File: src/rtl/disp_pixel_fifo.sv
// disp_pixel_fifo: pixel elastic buffer between an upstream pixel source and a
// display timing controller. Upstream writes with a valid/ready handshake; the
// timing controller pulls pixels with Data_Req and receives them on DATA one
// cycle later. Empty-FIFO requests return UF_COLOR and raise a sticky flag.
// Frame_Start flushes the buffer at each frame boundary.
// Optional feature: define PIX_UNDERFLOW_CNT_EN to add the saturating 16-bit
// Underflow_Cnt output that counts underflow reads (cleared only by Reset).
module disp_pixel_fifo #(
    parameter int          DEPTH    = 16,
    parameter logic [23:0] UF_COLOR = 24'h000000
) (
    input  logic                       Clk,
    input  logic                       Reset,
    input  logic [23:0]                Pix_Data,
    input  logic                       Pix_Valid,
    output logic                       Pix_Ready,
    input  logic                       Data_Req,
    input  logic                       Frame_Start,
    output logic [23:0]                DATA,
    output logic [$clog2(DEPTH):0]     Level,
    output logic                       Underflow
`ifdef PIX_UNDERFLOW_CNT_EN
    ,
    output logic [15:0]                Underflow_Cnt
`endif
);

    localparam int            AW       = $clog2(DEPTH);
    localparam logic [AW:0]   FULL_LVL = (AW+1)'(DEPTH);

    logic [23:0]   r_mem [DEPTH];
    logic [AW-1:0] r_wr_ptr;
    logic [AW-1:0] r_rd_ptr;
    logic [AW:0]   r_level;
    logic [23:0]   r_data;
    logic          r_underflow;

    logic          w_ready;
    logic          w_empty;
    logic          w_wr;
    logic          w_pop;
    logic          w_uf_read;

    // Ready comes from the registered occupancy only, so a same-cycle pop on a
    // full FIFO cannot open a write slot.
    assign w_ready   = (r_level != FULL_LVL);
    assign w_empty   = (r_level == '0);
    // Frame_Start discards any same-cycle write or request.
    assign w_wr      = Pix_Valid && w_ready && !Frame_Start;
    assign w_pop     = Data_Req && !w_empty && !Frame_Start;
    assign w_uf_read = Data_Req && w_empty && !Frame_Start;

    assign Pix_Ready = w_ready;
    assign DATA      = r_data;
    assign Level     = r_level;
    assign Underflow = r_underflow;

    // Storage write port; contents are never reset because Level guards reads.
    always_ff @(posedge Clk) begin
        if (!Reset && w_wr) begin
            r_mem[r_wr_ptr] <= Pix_Data;
        end
    end

    // Registered read into DATA: popped word, UF_COLOR on underflow/flush, else hold.
    always_ff @(posedge Clk) begin
        if (Reset || Frame_Start || w_uf_read) begin
            r_data <= UF_COLOR;
        end else if (w_pop) begin
            r_data <= r_mem[r_rd_ptr];
        end
    end

    // Pointers and occupancy; pointers wrap naturally at DEPTH.
    always_ff @(posedge Clk) begin
        if (Reset || Frame_Start) begin
            r_wr_ptr <= '0;
            r_rd_ptr <= '0;
            r_level  <= '0;
        end else begin
            if (w_wr) begin
                r_wr_ptr <= r_wr_ptr + AW'(1);
            end
            if (w_pop) begin
                r_rd_ptr <= r_rd_ptr + AW'(1);
            end
            case ({w_wr, w_pop})
                2'b10:   r_level <= r_level + (AW+1)'(1);
                2'b01:   r_level <= r_level - (AW+1)'(1);
                default: r_level <= r_level;
            endcase
        end
    end

    // Sticky underflow flag, cleared by reset or frame flush.
    always_ff @(posedge Clk) begin
        if (Reset || Frame_Start) begin
            r_underflow <= 1'b0;
        end else if (w_uf_read) begin
            r_underflow <= 1'b1;
        end
    end

`ifdef PIX_UNDERFLOW_CNT_EN
    logic [15:0] r_uf_cnt;

    // Saturating underflow counter; survives Frame_Start, cleared only by Reset.
    always_ff @(posedge Clk) begin
        if (Reset) begin
            r_uf_cnt <= '0;
        end else if (w_uf_read && (r_uf_cnt != 16'hFFFF)) begin
            r_uf_cnt <= r_uf_cnt + 16'd1;
        end
    end

    assign Underflow_Cnt = r_uf_cnt;
`endif

endmodule

File: config.mk
export PLATFORM = sky130hd
export DESIGN_NAME = disp_pixel_fifo
export DESIGN_NICKNAME = d
export VERILOG_FILES = /design/src/rtl/disp_pixel_fifo.sv
export SDC_FILE = /design/constraint.sdc
export NUM_CORES = 1
export LEC_CHECK = 0
export CAP_MARGIN = 20
export CORE_MARGIN = 2
export CORE_UTILIZATION = 50
export CTS_CLUSTER_DIAMETER = 150
export DETAILED_ROUTE_END_ITERATION = 12
export DONT_BUFFER_PORTS = 1
export SLEW_MARGIN = 20
export SYNTH_ARGS = -nofsm -noshare
export SYNTH_HDL_FRONTEND = slang
export SYNTH_SLANG_ARGS = --single-unit
File: constraint.sdc
create_clock -name Clk -period 3.7 [get_ports Clk]
set_input_delay 0.555 -clock Clk [delete_from_list [all_inputs] [get_ports Clk]]
set_output_delay 0.555 -clock Clk [all_outputs]
set_load 0.05 [all_outputs]
* After elaboration in Yosys (flattened, before gate mapping)
Memories as Yosys holds them, arrays and structs flattened. A register that Yosys moved wholly into a read port is not among the register bits. Index checks and enable logic that the tools add are counted.
Word-level totals: flip-flop bits (word level) 14, bits in writable memories 384, input bits 29, output and inout port bits 31, word-level logic and storage cells 29, memories 1
Operators by class: add/sub/neg operators 4, eq/ne operators 3, muxes and demuxes 3, reductions and logical operators 14
Memories:
- r_mem | words 16, width 24, read ports 1, clocked after Yosys merged registers in 1, write ports 1, line 31 | logic [23:0] r_mem [DEPTH];
Operators with widths (count):
- $pmux W5 S2 | 1
- $add A4 B1 Y4 const B | 2
- $logic_and A1 B1 Y1 | 7
- $add A5 B1 Y5 const B | 1
- $logic_not A5 Y1 | 1
- $ne A5 B5 Y1 const B | 1
- $sub A5 B1 Y5 const B | 1
- $logic_not A1 Y1 | 3
- $eq A2 B1 Y1 const B | 1
- $eq A2 B2 Y1 const B | 1
- $logic_or A1 B1 Y1 | 2
- $mux W1 | 2
- $reduce_bool A2 Y1 | 1

* Logic depth before layout (Yosys ltp)
depth in word-level cells 6, depth in mapped cells 11, gate-level depth less buffers 11

* Worst setup path after synthesis
Ideal clock, no wire load.
kind reg2reg, start register r_level[0], in the netlist Level[0], end memory r_mem[3][0], enable pin, setup time 0.435 ns, arrival 3.120 ns, required time 3.265 ns, path slack 0.145 ns, cell stages (with the launch flop) 6, clock period less this slack 3.555 ns, path through dfxtp_1 > nor4_2 > a21bo_1 > nor2_1 > nand2_1 > nor3_1
On the way: word-level cells in the longest chain between the ends 6
RTL lines:
- start: declaration | line 34 | logic [AW:0] r_level;
- start signal: assignment | line 88 | 2'b10: r_level <= r_level + (AW+1)'(1);
- start signal: assignment | line 89 | 2'b01: r_level <= r_level - (AW+1)'(1);
- start signal: assignment | line 90 | default: r_level <= r_level;
- $ne A5 B5 Y1 | line 46 | assign w_ready = (r_level != FULL_LVL);
- $logic_and A1 B1 Y1 (2 in a row) | line 49 | assign w_wr = Pix_Valid && w_ready && !Frame_Start;
- $logic_and A1 B1 Y1 | line 60 | if (!Reset && w_wr) begin
- $mux W1 | line 60
- $mux W1 (not written as such) | line 61 | r_mem[r_wr_ptr] <= Pix_Data;
- end: declaration | line 31
Every way passes these cells.

* Worst setup path after layout
start register r_level[3], in the netlist Level[3], end register r_level[4], in the netlist Level[4]
On the way: word-level cells in the longest chain between the ends 6, elaborated cells on any way between the ends 13
RTL lines:
- $logic_not A5 Y1 | line 47 | assign w_empty = (r_level == '0);
- $logic_not A1 Y1 | line 50 | assign w_pop = Data_Req && !w_empty && !Frame_Start;
- $logic_and A1 B1 Y1 (2 in a row) | line 50
- $eq A2 B1 Y1 or $eq A2 B2 Y1 (tied branches) | line 87 | case ({w_wr, w_pop})
- $pmux W5 S2 or $reduce_bool A2 Y1 (tied branches)
Parallel ways exist; a longest one is shown, timed or not. A chain may end at the register's enable or synchronous reset.

==> impl_metrics.csv <==
group,metric,value,unit
clocking,cts_hold_buffers,0,
critical_path,reg2reg_to,"Level[4]$_SDFFE_PP0P_",
synth,yosys.area_share.simple,1.64,%
route,dr.pass1.iters,5,
worst_hold_path,min_to,"r_mem[4][22]$_DFFE_PP_",
worst_hold_path,hp-class,"in -> reg",
power,pwr_density_cell,528,nW/um^2
critical_path,r2r_slack,0.53,ns
route,vias,7479,
synth,synth_top_cell_area_share,71.1,%
sta,tns,0,ns
critical_path,r2r_cells,12,
worst_hold_path,worstHoldStart,"Pix_Data[22]",
route,vias_per_cell,6.07,
route,ant_nets,0,
place,numPortBuffers,0,
finish,layout.nets,834,
power,seqPwrFrac,53.8,%
place,gp_congestion,0.777,
sta,hold_violations,0,
synth,yosys_warnings,0,
sta,rsz0062_at_grt,"no",
synth,synth_area_leaders,"edfxtp_1 71%, mux4_2 10%, dfxtp_1 4.7%",
critical_path,critical_path.cell_chain,"buf_4, nor4_2, a21bo_1, or2_2, ha_1, inv_1, fa_1, nor2b_1, o21ai_0, nor4b_1, or3_1, a21oi_1",
synth,ys_top_cells_by_count,"384 x edfxtp_1, 74 x mux4_2, 38 x dfxtp_1, 29 x nor2_1, 26 x mux2i_1",
route,routed_wl,32700,um
critical_path,path_buf_inv,2,
synth,yosysSeqAreaShare,75.8,%
clocking,htree_levels,2,
finish,fill_cells,2272,
power,switching_share,18.5,%
critical_path,cp.arrival,3.63,ns
sta,skew,0.0158,ns
synth,synthesis.area,16200,sq um
clocking,cts_root_buf,"clkbuf_16",
critical_path,cp-startpoint,"Level[3]$_SDFFE_PP0P_",
worst_hold_path,whs_path_depth,0,
power,combinationalPowerShare,0.8,%
power,power_switching,1.80,mW
floorplan,start_util,51.1,%
synth,synth.net_count,791,
critical_path,required,4.16,ns
sta,finalSetupViolCount,0,
sta,slew_violations,0,
power,vdd_drop_max,0.457,mV
grt,grt.overflow.total,0,
sta,worstMarginPinSlew,0.894,ns
finish,area_growth,13.2,%
synth,synthAdderAreaFrac,0.818,%
finish,layout.cells.non_filler,1232,
grt,grt_pass1_wl,49000,um
critical_path,critical_path.max_fanout,6,
floorplan,core,31700,sq um
critical_path,r2r-start,"Level[3]$_SDFFE_PP0P_",
synth,yosys.area.top_type,"edfxtp_1",
synth,synthMuxAreaShare,17.1,%
grt,grt_usage,20.1,%
synth,synth_xor_area_share,0.432,%
grt,antenna_found_initial,0,
place,place_area,16900,sq um
finish,layout-drive-gt1-share,27.6,%
power,leakage,5.65,nW
place,dpl.cell_count,1152,
floorplan,io_pins,60,
synth,ys_seq_elements,422,
synth,async_flop_share,0,%
synth,synth_edf_count,384,
grt,grt_pass1_vias,7818,
critical_path,end_kind,"flip-flop",
critical_path,crit_path_max_incr_delay,0.43,ns
finish,final_util,57.9,%
sta,slew_headroom,40.4,%
clocking,cts_resized,0,
route,wl_per_cell,26.6,um
finish,antenna_cells,0,
sta,layout_worst_path_cycle_share,85.6,%
synth,postSynthCellCount,752,
synth,synth_compound_area_share,2.51,%
clocking,ctsLongestPathBuffers,3,
sta,fmax,316,MHz
synth,synth_top_family_by_area,"multiplexers",
floorplan,fp.dieH,184,um
critical_path,critPathLaunchType,"flip-flop",
synth,yosysMostFrequentCell,"edfxtp_1",
critical_path,worst-path-stages,12,
grt,grt_max_degree,53,
place,hpwl,18300,um
synth,ys_types,38,
clocking,cts_tree,"yes",
synth,synthFlopType,"edfxtp_1",
synth,synth_area_per_cell,21.6,sq um
floorplan,dieArea,33900,sq um
clocking,clkTransAtPathRegs,0.06,ns
route,drc,0,
floorplan,rows,65,
critical_path,cp_top_family,"simple AND/OR/NAND/NOR gates",
clocking,cts.sinks,422,
sta,hold_ws,0.103,ns
run_status,outcome,"complete, no violations",
clocking,numCtsBuffers,43,
clocking,insertion_delay,0.55,ns
sta,fin_crit,3.17,ns
critical_path,crit_type,"reg -> reg",
power,clkPwrFrac,45.3,%
route,drt_iter0_drc,582,
critical_path,slowest_stage,"nor4_2",
finish,fin_area,18400,sq um
clocking,postCtsSetupBuffers,0,
floorplan,die_w,184,um
flow_run,maxCapViolations,0,
power,internal_power,7.90,mW
==> cells in the final DEF (no fill, tap or decap), types with 6 or more instances in the layout <==
cell type / count
a32oi_1: 24
buf_4: 35
bufinv_16: 6
clkbuf_1: 12
clkbuf_16: 44
clkinv_2: 9
dfxtp_1: 35
edfxtp_1: 384
ha_1: 9
inv_1: 7
mux2_2: 24
mux2i_1: 26
mux4_1: 22
mux4_2: 74
nand2_1: 7
nor2_1: 15
nor2_2: 14
o21ai_1: 21
==> metal layers <==
metal	part of all wire [%]	wire length (um)	global-route usage, %
met2	48	15700	32.4
met1	43	14000	27.5
met3	6.7	2180	4.49
met5	0	0	0
met4	2.6	866	6.56
==> power groups by stage <==
stage               combinational (mW)  clock (mW)  sequential, mW
floorplan                       0.0513           0            5.32
CTS                             0.0805        4.49            5.22
finish                          0.0807        4.40            5.22
global route                    0.0869        4.68            5.22
global placement                0.0786           0            5.32
detailed placement              0.0802           0            5.32
==> per-stage QoR <==
step	setup WS, ns	total power [mW]
after floorplan	0.145	5.37
final	0.533	9.70
after CTS	0.548	9.79
after detailed placement	0.564	5.40
after global routing	0.291	9.98
after global placement	0.769	5.40
==> worst register-to-register path, cell delays in order (launching register included) <==
cell	delay [ns]
dfxtp_1	0.30
buf_4	0.19
nor4_2	0.43
a21bo_1	0.34
or2_2	0.16
ha_1	0.25
inv_1	0.10
fa_1	0.39
nor2b_1	0.17
o21ai_0	0.14
nor4b_1	0.19
or3_1	0.31
a21oi_1	0.13
==> final cells by class <==
cell class	instances	area, sq um	share of cell area [%]
clock buffer	58	1170	6.39
clock inverter	22	282	1.53
inverter	7	26.3	0.143
multi-input combinational	281	3720	20.2
sequential	422	12300	67.0
tap	402	503	2.74
timing repair buffer	40	363	1.98
==> flip-flops by register name (all words and copies together), names as in the netlist <==
signal / count
r_wr_ptr: 4
Level: 5
r_mem: 384
DATA: 24
r_rd_ptr: 4
Underflow: 1
==> worst max path at each step <==
| stage | slack, ns | endpoint |
|---|---|---|
| 2_1_floorplan | 0.14 | r_mem[3][0]$_DFFE_PP_ |
| 3_3_place_gp | 0.77 | Level[4]$_SDFFE_PP0P_ |
| 3_5_place_dp | 0.56 | Level[4]$_SDFFE_PP0P_ |
| 4_1_cts | 0.55 | Level[4]$_SDFFE_PP0P_ |
| 5_1_grt | 0.29 | Level[4]$_SDFFE_PP0P_ |
| 6_report | 0.53 | Level[4]$_SDFFE_PP0P_ |
==> kinds of logic (layout without fill, tap and decap cells) <==
group,after synthesis,after routing
adders and majority gates,10,10
buffers and inverters,49,127
AOI/OAI and AO/OA,60,60
and+or+nand+nor,57,57
xor gates and xnor gates,8,8
muxes,146,146
DFF,422,422
Power figures use the tool's default switching activity.
